<file path="src/rtl/conv_pkg.sv">
// Shared types and constants for the 3x3 convolution frame sequencer.
package conv_pkg;

    localparam int unsigned KERNEL_TAPS  = 9;
    localparam int unsigned WEIGHT_WIDTH = 32;
    localparam int unsigned KERNEL_BUS_W = KERNEL_TAPS * WEIGHT_WIDTH;
    localparam int unsigned WADDR_W      = 4;

    typedef enum logic [2:0] {
        IDLE,
        CLEAR,
        STREAM,
        DRAIN,
        DONE
    } seq_state_e;

    function automatic int unsigned pix_total(input int unsigned h, input int unsigned w);
        return h * w;
    endfunction

    // A 3x3 valid convolution trims one pixel from every border.
    function automatic int unsigned res_total(input int unsigned h, input int unsigned w);
        return (h - 2) * (w - 2);
    endfunction

endpackage

</file>
<file path="src/rtl/conv_weight_bank.sv">
// Nine-entry kernel weight register file with per-entry loaded mask and flat bus view.
module conv_weight_bank
    import conv_pkg::*;
(
    input  logic                    clk,
    input  logic                    rst,
    input  logic                    wr_en,
    input  logic [WADDR_W-1:0]      wr_addr,
    input  logic [WEIGHT_WIDTH-1:0] wr_data,
    output logic [KERNEL_BUS_W-1:0] kernel_bus,
    output logic [KERNEL_TAPS-1:0]  mask,
    output logic                    addr_ok_c
);

    assign addr_ok_c = (wr_addr < WADDR_W'(KERNEL_TAPS));

    always_ff @(posedge clk) begin
        if (rst) begin
            kernel_bus <= '0;
            mask       <= '0;
        end else if (wr_en && addr_ok_c) begin
            kernel_bus[wr_addr*WEIGHT_WIDTH +: WEIGHT_WIDTH] <= wr_data;
            mask[wr_addr]                                    <= 1'b1;
        end
    end

endmodule

</file>
<file path="src/rtl/conv3x3_frame_sequencer.sv">
// Frame sequencer for a 3x3 stride-1 convolution engine: weight bank, pixel streaming, result counting.
// Optional cycle/stall performance counters are built when CONV_SEQ_PERF_EN is defined.
module conv3x3_frame_sequencer
    import conv_pkg::*;
#(
    parameter int unsigned DATA_WIDTH = 32,
    parameter int unsigned IMG_HEIGHT = 220,
    parameter int unsigned IMG_WIDTH  = 220
) (
    input  logic                    clk,
    input  logic                    rst,
    input  logic                    start,
    input  logic                    wgt_wr,
    input  logic [WADDR_W-1:0]      wgt_addr,
    input  logic [WEIGHT_WIDTH-1:0] wgt_data,
    input  logic [DATA_WIDTH-1:0]   pix_data,
    input  logic                    pix_valid,
    output logic                    pix_ready,
    output logic                    conv_clr,
    output logic [DATA_WIDTH-1:0]   conv_data,
    output logic                    conv_valid,
    output logic [KERNEL_BUS_W-1:0] kernel_bus,
    input  logic                    conv_valid_out,
    output logic                    busy,
    output logic                    done,
`ifdef CONV_SEQ_PERF_EN
    output logic [31:0]             perf_cycles,
    output logic [31:0]             perf_stall,
`endif
    output logic                    cfg_err
);

    localparam int unsigned PIX_TOTAL = pix_total(IMG_HEIGHT, IMG_WIDTH);
    localparam int unsigned RES_TOTAL = res_total(IMG_HEIGHT, IMG_WIDTH);
    localparam int unsigned CNT_W     = $clog2(PIX_TOTAL + 1);
    localparam logic [CNT_W-1:0] PIX_LAST = CNT_W'(PIX_TOTAL);
    localparam logic [CNT_W-1:0] RES_LAST = CNT_W'(RES_TOTAL);

    seq_state_e             state_q;
    seq_state_e             state_nxt;
    logic [CNT_W-1:0]       pix_count_q;
    logic [CNT_W-1:0]       res_count_q;
    logic [CNT_W-1:0]       pix_count_nxt;
    logic [CNT_W-1:0]       res_count_nxt;
    logic [KERNEL_TAPS-1:0] mask;
    logic                   addr_ok_c;
    logic                   xfer_c;
    logic                   res_hit_c;
    logic                   cfg_err_nxt;

    conv_weight_bank u_bank (
        .clk        (clk),
        .rst        (rst),
        .wr_en      (wgt_wr && (state_q == IDLE)),
        .wr_addr    (wgt_addr),
        .wr_data    (wgt_data),
        .kernel_bus (kernel_bus),
        .mask       (mask),
        .addr_ok_c  (addr_ok_c)
    );

    assign xfer_c        = pix_valid && pix_ready;
    assign res_hit_c     = conv_valid_out && ((state_q == STREAM) || (state_q == DRAIN));
    assign pix_count_nxt = pix_count_q + CNT_W'(xfer_c);
    assign res_count_nxt = res_count_q + CNT_W'(res_hit_c);

    // Next-state and configuration-error decode; start checks the mask before any same-cycle write.
    always_comb begin
        state_nxt   = state_q;
        cfg_err_nxt = 1'b0;
        case (state_q)
            IDLE: begin
                if (wgt_wr && !addr_ok_c) cfg_err_nxt = 1'b1;
                if (start) begin
                    if (mask == '1) state_nxt   = CLEAR;
                    else            cfg_err_nxt = 1'b1;
                end
            end
            CLEAR:  state_nxt = STREAM;
            STREAM: if (xfer_c && (pix_count_nxt == PIX_LAST)) state_nxt = DRAIN;
            DRAIN:  if (res_count_nxt >= RES_LAST) state_nxt = DONE;
            DONE:   state_nxt = IDLE;
            default: state_nxt = IDLE;
        endcase
        if (wgt_wr && (state_q != IDLE)) cfg_err_nxt = 1'b1;
    end

    // State, counters and registered outputs; outputs follow the state being entered.
    always_ff @(posedge clk) begin
        if (rst) begin
            state_q     <= IDLE;
            pix_count_q <= '0;
            res_count_q <= '0;
            pix_ready   <= 1'b0;
            conv_clr    <= 1'b0;
            conv_data   <= '0;
            conv_valid  <= 1'b0;
            busy        <= 1'b0;
            done        <= 1'b0;
            cfg_err     <= 1'b0;
        end else begin
            state_q    <= state_nxt;
            pix_ready  <= (state_nxt == STREAM);
            conv_clr   <= (state_nxt == CLEAR);
            busy       <= (state_nxt == CLEAR) || (state_nxt == STREAM) || (state_nxt == DRAIN);
            done       <= (state_nxt == DONE);
            cfg_err    <= cfg_err_nxt;
            conv_valid <= xfer_c;
            if (xfer_c) conv_data <= pix_data;
            if (state_q == CLEAR) begin
                pix_count_q <= '0;
                res_count_q <= '0;
            end else begin
                pix_count_q <= pix_count_nxt;
                res_count_q <= res_count_nxt;
            end
        end
    end

`ifdef CONV_SEQ_PERF_EN
    // Frame cycle and source-stall counters, restarted on each accepted start.
    always_ff @(posedge clk) begin
        if (rst) begin
            perf_cycles <= '0;
            perf_stall  <= '0;
        end else if ((state_q == IDLE) && (state_nxt == CLEAR)) begin
            perf_cycles <= '0;
            perf_stall  <= '0;
        end else if (state_q != IDLE) begin
            if (perf_cycles != '1) perf_cycles <= perf_cycles + 32'd1;
            if ((state_q == STREAM) && !pix_valid) perf_stall <= perf_stall + 32'd1;
        end
    end
`endif

endmodule

</file>
<file path="config.mk">
export PLATFORM = sky130hd
export DESIGN_NAME = conv3x3_frame_sequencer
export DESIGN_NICKNAME = d
export VERILOG_FILES = /design/src/rtl/conv_pkg.sv /design/src/rtl/conv_weight_bank.sv /design/src/rtl/conv3x3_frame_sequencer.sv
export SDC_FILE = /design/constraint.sdc
export NUM_CORES = 1
export LEC_CHECK = 0
export BUFFER_PORTS_ARGS = -buffer_cell sky130_fd_sc_hd__buf_2
export CORE_MARGIN = 2
export CORE_UTILIZATION = 46
export CTS_CLUSTER_SIZE = 12
export DETAILED_ROUTE_END_ITERATION = 10
export PLACE_DENSITY = 0.72
export SETUP_SLACK_MARGIN = 0.1
export SKIP_LAST_GASP = 1
export SYNTH_ARGS = -nofsm -noshare
export SYNTH_HDL_FRONTEND = slang
export SYNTH_SLANG_ARGS = --single-unit
</file>
<file path="constraint.sdc">
create_clock -name clk -period 10.2 [get_ports clk]
set_input_delay 2.04 -clock clk [delete_from_list [all_inputs] [get_ports clk]]
set_output_delay 2.04 -clock clk [all_outputs]
set_load 0.02 [all_outputs]
</file>
# Yosys cells after proc, flatten, opt, wreduce, memory -nomap -nowiden

Index checks and enable logic that the tools add are counted.

Add/subtract/negate cells: 3
Multiply operators: 0
Divide/modulo/power cells: 0
Magnitude comparators: 4
Equal/unequal tests: 9
Shifts and indexed selects: 2
Mux-type cells: 13
Bitwise gates (word level): 1
Reductions and logical operators: 15

Operators with widths:

| cell                        | count |
|---|---|
| $bwmux W288                 | 1 |
| $shift A32 B34 Y288 const A | 1 |
| $shiftx A32 B34 Y288        | 1 |
| $neg A9 Y34                 | 1 |
| $add A16 B1 Y16             | 2 |
| $eq A16 B16 Y1 const B      | 1 |
| $ge A16 B16 Y1 const B      | 1 |
| $eq A3 B2 Y1 const B        | 4 |
| $mux W3                     | 4 |
| $pmux W3 S4                 | 1 |
| $eq A9 B9 Y1 const B        | 1 |
| $or A9 B9 Y9                | 1 |
| $logic_and A1 B1 Y1         | 8 |
| $eq A3 B1 Y1 const B        | 2 |
| $mux W1                     | 6 |
| $lt A4 B5 Y1 const B        | 1 |
| $demux W1 S4                | 1 |
| $ge A4 B1 Y1 const B        | 1 |
| $lt A4 B4 Y1 const B        | 1 |
| $eq A3 B3 Y1 const B        | 1 |
| $logic_not A3 Y1            | 1 |
| $logic_or A1 B1 Y1          | 3 |
| $reduce_bool A3 Y1          | 1 |
| $reduce_or A2 Y1            | 1 |
| $logic_not A1 Y1            | 1 |

Register bits: 370
Bits in latches: 0
Memory bits (writable): 0
Memory bits (read-only): 0
Logic and storage cells: 59
Memories kept: 0

# Depth between registers and ports, before layout

Gate-level depths: netlist of run 1.

Depth in word-level cells: 10
Mapped depth: 13
Mapped depth without buffers: 10

# By module

Synthesis of run 1 repeated with hierarchy kept, for this count alone.

Cells, all modules: 1570
Area total of the unflattened synthesis: 15105.7 um^2

Modules (own cells, without submodules):

| module                  | times used | cells an instance | area an instance (um^2) | seq. area each (um^2) |
|---|---|---|---|---|
| conv_weight_bank        | 1          | 1192              | 11967.7                 | 5945.7 |
| conv3x3_frame_sequencer | 1          | 378               | 3138.0                  | 1461.4 |

# Worst setup path after synthesis of run 1

No wires, ideal clock.

Path kind: input to register
From: input wgt_addr[0]
To: register u_bank.kernel_bus[268]
Data arrival time: 4.608 ns
Required time: 10.130 ns
Setup slack: 5.521 ns
Stages: 12
Path buffers: 4
Cells stage by stage: buf_2 > clkbuf_1 > buf_1 > inv_1 > ha_1 > nor2b_2 > a21oi_1 > nand3b_1 > nor3_1 > clkbuf_1 > nand3_1 > a21oi_1

Longest elaborated chain between the ends: 3

RTL lines:

| item                                                               | line                          | text |
|---|---|---|
| from (decl)                                                        | conv3x3_frame_sequencer.sv:14 | `input logic [WADDR_W-1:0] wgt_addr,` |
| $neg A9 Y34                                                        | conv_weight_bank.sv:22        | `kernel_bus[wr_addr*WEIGHT_WIDTH +: WEIGHT_WIDTH] <= wr_data;` |
| $shiftx A32 B34 Y288 / $shift A32 B34 Y288 (equally long branches) | conv_weight_bank.sv:22        |  |
| $bwmux W288                                                        | conv_weight_bank.sv:22        |  |
| to (signal, indexed assignment)                                    | conv_weight_bank.sv:22        |  |
| to (decl)                                                          | conv_weight_bank.sv:10        | `output logic [KERNEL_BUS_W-1:0] kernel_bus,` |

Parallel ways exist; a longest one is shown, timed or not.
A chain may end at the register's enable or synchronous reset.

# Final worst setup path of run 1

From: input pix_valid
To: register pix_ready

Longest elaborated chain between the ends: 7

RTL lines:

| item                  | line                           | text |
|---|---|---|
| from (decl)           | conv3x3_frame_sequencer.sv:17  | `input logic pix_valid,` |
| $logic_and A1 B1 Y1 * | conv3x3_frame_sequencer.sv:62  | `assign xfer_c = pix_valid && pix_ready;` |
| $add A16 B1 Y16       | conv3x3_frame_sequencer.sv:64  | `assign pix_count_nxt = pix_count_q + CNT_W'(xfer_c);` |
| $eq A16 B16 Y1        | conv3x3_frame_sequencer.sv:80  | `STREAM: if (xfer_c && (pix_count_nxt == PIX_LAST)) state_nxt = DRAIN;` |
| $logic_and A1 B1 Y1 * | conv3x3_frame_sequencer.sv:80  |  |
| $mux W3 *             | conv3x3_frame_sequencer.sv:80  |  |
| $pmux W3 S4 *         | conv3x3_frame_sequencer.sv:71  | `case (state_q)` |
| $eq A3 B2 Y1 *        | conv3x3_frame_sequencer.sv:103 | `pix_ready <= (state_nxt == STREAM);` |
| to (signal assigned)  | conv3x3_frame_sequencer.sv:103 |  |
| to (decl)             | conv3x3_frame_sequencer.sv:18  | `output logic pix_ready,` |

Every way passes the cells marked *; elsewhere a longest branch is shown, timed or not.

==> flow_summary_export.csv, run 1 <==
group,metric,value,unit
die,io_pins,400,
clock_network,path_clk_slew,0.06,ns
critical_path,worstReg2RegStart,"pix_ready",
global_routing,grt_pass1_wl,69600,microns
final_layout,fin_cells,2456,
final_layout,layout-drive-gt1-share,23.8,%
final_layout,regArea,7410,sq um
detailed_routing,drc,0,
logic_synthesis,synth.net_count,1844,
final_layout,area_growth,22.1,%
flow_run,max_cap_viol_count,0,
timing,tns,0,ns
global_routing,antenna_found_initial,1,
clock_network,cts_max_level,2,
die,die_y,179,microns
die,dieArea,32200,sq um
clock_network,cts_buffer_depth,3,
timing,fmax,168,MHz
power_and_ir_drop,p_leak,0.00715,uW
die,rows,64,
critical_path,worst-setup-path-type,"in2reg",
place,post-place-cells,2394,
logic_synthesis,synth_top_cell_area_share,52.3,%
detailed_routing,wl,45300,microns
detailed_routing,first_pass_iters,5,
final_layout,final_common_cell,"buf_2",
power_and_ir_drop,p_per_area,171,nW/um^2
clock_network,ctsResizeCount,0,
critical_path,critPathCaptureType,"flop",
global_routing,first_global_vias,12400,
logic_synthesis,netlist_area,14200,sq um
logic_synthesis,synth_top_cell_by_area,"dfxtp_1",
clock_network,post-cts-setup-buffers,0,
timing,skew,0.00764,ns
critical_path,crit_fanout,34,
critical_path,r2r_slack,5.54,ns
logic_synthesis,synth.area.top_cells,"dfxtp_1 (52%), a21oi_1 (11%), nand2_1 (8.6%)",
logic_synthesis,ys_seq_area_share,52.3,%
logic_synthesis,synth_seq_cells,370,
clock_network,insertion_delay,0.52,ns
final_layout,layout_common_cells,"buf_2 (397), dfxtp_1 (370), nand2_1 (323)",
die,die_w,179,microns
critical_path,start_kind,"input pin",
critical_path,crit_arrival,6.37,ns
final_layout,fin_util,56.8,%
detailed_routing,viasPerCell,5.45,
timing,tightestPinTransition,1.18,ns
power_and_ir_drop,ir_drop,0.000167,V
detailed_routing,wl_per_cell,18.4,microns
final_layout,multi_input_area,6020,sq um
logic_synthesis,syn_inst,1761,
critical_path,timing.rr.end,"pix_ready",
final_layout,fillers,2832,
detailed_routing,final_antenna_net_count,0,
hold_path,hold_path.class,"reg2reg",
clock_network,ctsHoldBuffers,0,
clock_network,cts-root-buf,"clkbuf_16",
logic_synthesis,ys_types,62,
critical_path,reg2reg_depth,10,
clock_network,cts_buffers,40,
detailed_routing,drt_iter0_drc,1033,
timing,max_slew_margin,21.0,%
place,io_buffer_count,399,
logic_synthesis,synth_flop_cell,"dfxtp_1",
hold_path,min_to,"u_bank.kernel_bus[256]",
logic_synthesis,synth_enable_flop_cells,0,
place,place_congestion,0.879,
timing,fin_crit,5.96,ns
place,post-dp-hpwl,29700,microns
logic_synthesis,syn_area_per_cell,8.04,sq um
timing,hold_violations,0,
final_layout,diodes,0,
global_routing,grt_use_total,26.6,%
logic_synthesis,async_flop_share,0,%
run_status,status,"complete, no violations",
clock_network,cts_sinks,370,
hold_path,worstHoldPathCells,2,
global_routing,grt_max_degree,124,
die,start_util,46.5,%
logic_synthesis,ys_warn_count,0,
critical_path,worstPathRequired,10.61,ns
die,coreArea,30400,sq um
timing,rsz0062_at_grt,"no",
timing,timing.final.crit_share,58.4,%
timing,setup_violations,0,
detailed_routing,vias,13400,
clock_network,cts_tree,"yes",
timing,slew_viol_final,0,
hold_path,worstHoldStart,"u_bank.kernel_bus[256]",
global_routing,grt_overflow_total,0,
final_layout,fin_nets,2123,
## where the power goes
| part | internal [uW] | switching [uW] | total (uW) |
|---|---|---|---|
| logic | 26.7 | 105 | 132 |
| registers | 1450 | 2.63 | 1450 |
| clock network | 804 | 562 | 1370 |
| total | 2280 | 670 | 2950 |
## synth_stat cells (4+ instances only)
| library cell | n |
|---|---|
| a21oi_1 | 308 |
| nand2_1 | 323 |
| and3_1 | 4 |
| dfxtp_1 | 370 |
| ha_1 | 9 |
| nand4b_1 | 4 |
| a31oi_1 | 4 |
| buf_2 | 21 |
| nor3_1 | 12 |
| clkbuf_1 | 124 |
| xor2_1 | 13 |
| xnor2_1 | 14 |
| o21ai_0 | 8 |
| or3_1 | 7 |
| nand3_1 | 156 |
| or2_2 | 5 |
| nand4_1 | 44 |
| inv_1 | 11 |
| buf_4 | 4 |
| nor2_1 | 210 |
| clkbuf_2 | 21 |
| mux2i_1 | 33 |
## area by class of cell
type / count / share of cell area, %
multi-input cells: 1205 / 34.8
flip-flops and latches: 370 / 42.9
well taps: 396 / 2.87
inverters: 12 / 0.261
clock buffers: 54 / 6.62
repair buffers: 411 / 12.1
clock inverters: 8 / 0.413
## logic make-up (layout without fill, tap and decap cells)
group	Yosys count	after routing	synth area share, %
buffers and inverters	186	485	5.46
adder cells (fa/ha/maj)	9	9	0.796
flip-flops	370	370	52.3
XOR/XNOR	27	27	1.67
AO/OA/AOI/OAI	342	342	12.6
AND/OR/NAND/NOR	794	794	24.8
multiplexers	33	33	2.33
## per-stage QoR
stage          total power (uW)  hold WS (ns)  cell area, sq um  worst slack (ns)
6_report                   2950         0.448             17300              4.24
5_1_grt                    3040         0.464             17300              3.82
4_1_cts                    2970         0.448             17300              4.23
3_5_place_dp               1610         0.441             16100              3.73
3_3_place_gp               1610         0.435             16100              3.88
2_1_floorplan              1560         0.426             14200              5.52
## flip-flops by register name, summed over array words and instances, names as in the netlist
| name | cells |
|---|---|
| u_bank.kernel_bus | 288 |
| res_count_q | 16 |
| cfg_err | 1 |
| pix_count_q | 16 |
| conv_valid | 1 |
| busy | 1 |
| conv_data | 32 |
| done | 1 |
| pix_ready | 1 |
| u_bank.mask | 9 |
| state_q | 3 |
| conv_clr | 1 |
## metal layers
layer | vias up | GRT usage [%] | share of wire, %
met2 | 567 | 41.3 | 45
li1 | 6437 | - | -
met5 | - | 0 | 0
met3 | 106 | 7.52 | 9.8
met4 | 0 | 9.95 | 3.9
met1 | 6263 | 35.4 | 42
## worst max-delay path by stage
stage	from	endpoint	slack (ns)	depth (start not counted)
2_1_floorplan	wgt_addr[0]	u_bank.kernel_bus[268]	5.52	12
3_3_place_gp	pix_valid	pix_ready	3.88	11
3_5_place_dp	pix_valid	pix_ready	3.73	11
4_1_cts	pix_valid	pix_ready	4.23	11
5_1_grt	pix_valid	state_q[0]	3.82	11
6_report	pix_valid	pix_ready	4.24	11
## worst max-delay path, stage by stage
cell and delay [ns]:
buf_2 0.10, nand2_1 0.78, clkinv_1 1.08, ha_1 0.59, ha_1 0.34, a211o_1 0.32
a211oi_1 0.27, a2bb2oi_1 0.11, a2111oi_0 0.31, a41oi_1 0.20, and3_1 0.20
Note: power is estimated with default switching activity, not from simulation.
==> run 2, diff against run 1 <==
- clock period: 10.2 -> 5.88 ns (I/O delays scaled with it)
==> flow_summary_export.csv, run 2 (same netlist as run 1, synthesis figures left out) <==
group,metric,value,unit
detailed_routing,wl,44900,microns
hold_path,hold_path.class,"reg2reg",
critical_path,worstPathRequired,6.26,ns
clock_network,cts_max_level,2,
final_layout,fillers,2810,
die,start_util,46.5,%
timing,fmax,274,MHz
clock_network,cts_sinks,370,
die,io_pins,400,
flow_run,max_cap_viol_count,0,
power_and_ir_drop,seq_power_share,46.3,%
die,die_w,179,microns
global_routing,grt_pass1_wl,69800,microns
power_and_ir_drop,p_int,4250,uW
timing,fin_ws,2.23,ns
detailed_routing,drt_iter0_drc,990,
timing,skew,0.00733,ns
final_layout,area_growth,23.8,%
place,io_buffer_count,399,
detailed_routing,final_antenna_net_count,0,
final_layout,layout-drive-gt1-share,24.2,%
final_layout,multi_input_area,6020,sq um
clock_network,cts-root-buf,"clkbuf_16",
timing,timing.final.crit_share,62.1,%
clock_network,ctsHoldBuffers,0,
critical_path,crit_arrival,4.03,ns
timing,max_slew_margin,19.4,%
timing,setup_violations,0,
global_routing,grt_overflow_total,0,
detailed_routing,viasPerCell,5.41,
die,die_y,179,microns
detailed_routing,vias,13300,
critical_path,crit_fanout,30,
clock_network,cts_buffers,41,
timing,rsz0062_at_grt,"no",
final_layout,diodes,0,
final_layout,layout_common_cells,"buf_2 (397), dfxtp_1 (370), nand2_1 (323)",
timing,tns,0,ns
power_and_ir_drop,pwr-share-clk,49.4,%
critical_path,start_kind,"input pin",
final_layout,fin_nets,2127,
die,rows,64,
global_routing,grt_max_degree,138,
power_and_ir_drop,p_per_area,310,nW/um^2
clock_network,insertion_delay,0.53,ns
timing,tightestPinTransition,1.21,ns
run_status,status,"complete, no violations",
detailed_routing,first_pass_iters,5,
power_and_ir_drop,swShare,21.8,%
global_routing,first_global_vias,12600,
final_layout,largest_reg_flops,288,
timing,hold_violations,0,
final_layout,top_register,"u_bank.kernel_bus",
detailed_routing,wl_per_cell,18.2,microns
power_and_ir_drop,ir_drop,0.000246,V
final_layout,largestRegisters,"u_bank.kernel_bus (288), conv_data (32)",
timing,fin_crit,3.65,ns
global_routing,grt_use_total,26.8,%
place,pre_cts_ws,1.68,ns
clock_network,path_clk_slew,0.06,ns
critical_path,worst-setup-path-type,"in2reg",
power_and_ir_drop,power_frac_comb,4.2,%
critical_path,critPathCaptureType,"flop",
timing,slew_viol_final,0,
clock_network,cts_buffer_depth,3,
clock_network,ctsResizeCount,0,
final_layout,regArea,7410,sq um
global_routing,antenna_found_initial,0,
clock_network,post-cts-setup-buffers,0,
clock_network,cts_tree,"yes",
final_layout,final_common_cell,"buf_2",
place,post-dp-hpwl,29900,microns
power_and_ir_drop,p_leak,0.00728,uW
detailed_routing,drc,0,
place,place_congestion,0.832,
die,dieArea,32200,sq um
die,coreArea,30400,sq um
power_and_ir_drop,p_switching,1190,uW
run 2: area by class of cell:
cell class / instances / share of cell area [%]
Timing Repair Buffer: 414 / 12.1
Tap cell: 396 / 2.83
Clock inverter: 10 / 1.02
Clock buffer: 62 / 7.17
Multi-Input combinational cell: 1205 / 34.4
Inverter: 12 / 0.257
Sequential cell: 370 / 42.3
run 2: routing by layer:
| layer | routed length, microns | GRT usage (%) |
|---|---|---|
| met1 | 19300 | 35.8 |
| met2 | 19900 | 41.5 |
| met3 | 3990 | 6.99 |
| met4 | 1740 | 10.5 |
| met5 | 0 | 0 |
run 2: final timing paths:
path | cells past startpoint | slack [ns] | start | to
setup / recovery | 9 | 2.23 | wgt_addr[2] | u_bank.kernel_bus[2]
hold / removal | 2 | 0.44 | u_bank.kernel_bus[256] | u_bank.kernel_bus[256]
setup reg to reg | 8 | 2.97 | state_q[1] | state_q[0]
hold reg to reg | 2 | 0.44 | u_bank.kernel_bus[256] | u_bank.kernel_bus[256]
run 2: worst max-delay path, stage by stage:
cell and delay, ns:
buf_2 0.12, nor3_1 0.47, ha_1 0.38, nor3b_1 0.23, nand2_1 0.13, nor2_4 0.91, buf_4 0.29, mux2i_1 0.22
nor2_1 0.05
run 2: through the flow:
step           instances  utilization (%)  area, sq um  hold slack, ns  power [uW]
3_5_place_dp        2397             52.9        16100           0.441        2800
3_3_place_gp        2397             52.9        16100           0.435        2800
5_1_grt             2469             57.6        17500           0.466        5610
6_report            2469             57.6        17500           0.445        5440
4_1_cts             2469             57.6        17500           0.449        5480
2_1_floorplan       1761                -        14200           0.426        2710
run 2: power by group through the flow:
stage / logic (uW) / registers, uW / clock network, uW
after floorplan: 129 / 2590 / 0
after global placement: 225 / 2580 / 0
after detailed placement: 226 / 2580 / 0
after CTS: 228 / 2520 / 2730
after global routing: 246 / 2520 / 2840
final: 230 / 2520 / 2690
==> run 3, diff against run 2 <==
- clock period: 5.88 -> 3.8 ns (I/O delays scaled with it)
==> flow_summary_export.csv, run 3 (same netlist as run 1, synthesis figures left out) <==
group,metric,value,unit
critical_path,crit_arrival,3.34,ns
timing,hold_slack,0.447,ns
final_layout,multi_input_area,6020,sq um
die,io_pins,400,
power_and_ir_drop,swShare,22.6,%
power_and_ir_drop,p_per_area,464,nW/um^2
place,io_buffer_count,399,
timing,skew,0.00879,ns
place,place_congestion,0.860,
timing,fmax,341,MHz
critical_path,worst-setup-path-type,"reg2reg",
detailed_routing,final_antenna_net_count,0,
timing,rsz0062_at_grt,"no",
final_layout,fin_nets,2130,
critical_path,timing.rr.end,"done",
detailed_routing,viasPerCell,5.50,
global_routing,grt_use_total,26.8,%
flow_run,max_cap_viol_count,0,
clock_network,cts_sinks,370,
final_layout,largestRegisters,"u_bank.kernel_bus (288), conv_data (32)",
detailed_routing,drt_iter0_drc,1207,
final_layout,top_register,"u_bank.kernel_bus",
final_layout,regArea,7410,sq um
power_and_ir_drop,pwr-share-clk,47.3,%
clock_network,cts-root-buf,"clkbuf_16",
detailed_routing,drc,0,
clock_network,insertion_delay,0.52,ns
critical_path,path_cells,"and3b_1 -> ha_1 -> nand3_1 -> nor4_1 -> a21boi_0 -> o21bai_1 -> o21ai_2 -> and4_1",
hold_path,hold_path.class,"reg2reg",
run_status,status,"complete, no violations",
final_layout,final_common_cell,"buf_2",
clock_network,ctsResizeCount,0,
power_and_ir_drop,p_switching,1830,uW
final_layout,area_growth,23.3,%
timing,max_slew_margin,30.3,%
timing,hold_violations,0,
final_layout,layout-drive-gt1-share,24.2,%
detailed_routing,first_pass_iters,6,
timing,slew_viol_final,0,
die,die_y,179,microns
timing,tns,0,ns
hold_path,worstHoldStart,"u_bank.kernel_bus[277]",
critical_path,reg2reg_depth,8,
power_and_ir_drop,p_int,6260,uW
place,post-dp-hpwl,30100,microns
clock_network,cts_buffer_depth,3,
detailed_routing,wl,45400,microns
critical_path,critPathCaptureType,"flop",
hold_path,min_to,"u_bank.kernel_bus[277]",
final_layout,largest_reg_flops,288,
clock_network,post-cts-setup-buffers,0,
critical_path,crit_slowest_cell,"nor4_1",
power_and_ir_drop,p_leak,0.00723,uW
global_routing,grt_overflow_total,0,
final_layout,fillers,2812,
clock_network,cts_tree,"yes",
detailed_routing,vias,13600,
clock_network,path_clk_slew,0.06,ns
power_and_ir_drop,seq_power_share,48.2,%
critical_path,crit_fanout,12,
detailed_routing,wl_per_cell,18.4,microns
timing,timing.final.crit_share,77.1,%
global_routing,grt_pass1_wl,69900,microns
power_and_ir_drop,ir_drop,0.000374,V
timing,setup_violations,0,
die,coreArea,30400,sq um
final_layout,layout_common_cells,"buf_2 (397), dfxtp_1 (370), nand2_1 (323)",
critical_path,worstReg2RegStart,"state_q[1]",
timing,tightestPinTransition,1.05,ns
die,rows,64,
critical_path,worstPathRequired,4.21,ns
timing,fin_crit,2.93,ns
critical_path,crit_path_max_incr_delay,0.63,ns
power_and_ir_drop,power_frac_comb,4.5,%
clock_network,cts_max_level,2,
hold_path,worstHoldPathCells,2,
critical_path,r2r_slack,0.87,ns
die,start_util,46.5,%
critical_path,start_kind,"flop",
global_routing,antenna_found_initial,0,
die,die_w,179,microns
die,dieArea,32200,sq um
clock_network,ctsHoldBuffers,0,
final_layout,fin_util,57.3,%
global_routing,first_global_vias,12400,
clock_network,cts_buffers,40,
global_routing,grt_max_degree,119,
-- run 3: cell types whose count changed in the layout (fill, tap and decap cells not counted), moves of 2 or more --
cell | before | now
clkbuf_16 | 43 | 41
clkinv_2 | 4 | 2
clkbuf_1 | 8 | 5
bufinv_16 | 5 | 2
buf_12 | 0 | 3
-- run 3: worst max path at each step --
stage                            from                     end  cells after the start
after CTS                  state_q[1]                    done                      8
after global routing       state_q[1]              state_q[0]                      8
after global placement    wgt_addr[2]  u_bank.kernel_bus[123]                     10
after floorplan           wgt_addr[0]  u_bank.kernel_bus[268]                     12
final                      state_q[1]                    done                      8
after detailed placement  wgt_addr[2]  u_bank.kernel_bus[121]                     10
-- run 3: stage by stage --
stage,worst slack [ns],instances,area (sq um),total power (uW)
4_1_cts,0.933,2465,17400,8140
3_5_place_dp,0.518,2401,16200,4340
5_1_grt,0.645,2465,17400,8330
6_report,0.871,2466,17400,8090
2_1_floorplan,0.401,1761,14200,4200
3_3_place_gp,0.581,2401,16200,4340
-- run 3: layout make-up --
| cell class | count | area share [%] |
|---|---|---|
| inverters | 12 | 0.258 |
| clock inverters | 8 | 0.595 |
| clock buffers | 56 | 6.78 |
| well taps | 396 | 2.84 |
| flip-flops and latches | 370 | 42.5 |
| repair buffers | 418 | 12.5 |
| multi-input cells | 1205 | 34.5 |
| diodes | 1 | 0.0143 |
-- run 3: layer usage --
| layer | share of wire [%] | up-vias | track usage [%] | routed length [microns] |
|---|---|---|---|---|
| met5 | 0 | - | 0 | 0 |
| met1 | 42 | 6302 | 36.6 | 19000 |
| met3 | 11 | 119 | 6.65 | 4770 |
| met2 | 43 | 682 | 39.6 | 19400 |
| met4 | 4.8 | 0 | 13.0 | 2170 |
| li1 | - | 6454 | - | - |
-- run 3: critical path, delay by kind of cell, from the launching register on --
kind | cells | cell delay (ns)
flops | 1 | 0.54
fa+ha+maj | 1 | 0.36
compound gates | 3 | 0.60
simple gates | 4 | 1.32
-- run 3: power groups by stage --
| stage | sequential [uW] | combinational [uW] | clock [uW] |
|---|---|---|---|
| 3_3_place_gp | 3990 | 354 | 0 |
| 5_1_grt | 3900 | 387 | 4050 |
| 4_1_cts | 3900 | 357 | 3890 |
| 3_5_place_dp | 3990 | 356 | 0 |
| 2_1_floorplan | 4000 | 199 | 0 |
| 6_report | 3900 | 363 | 3830 |
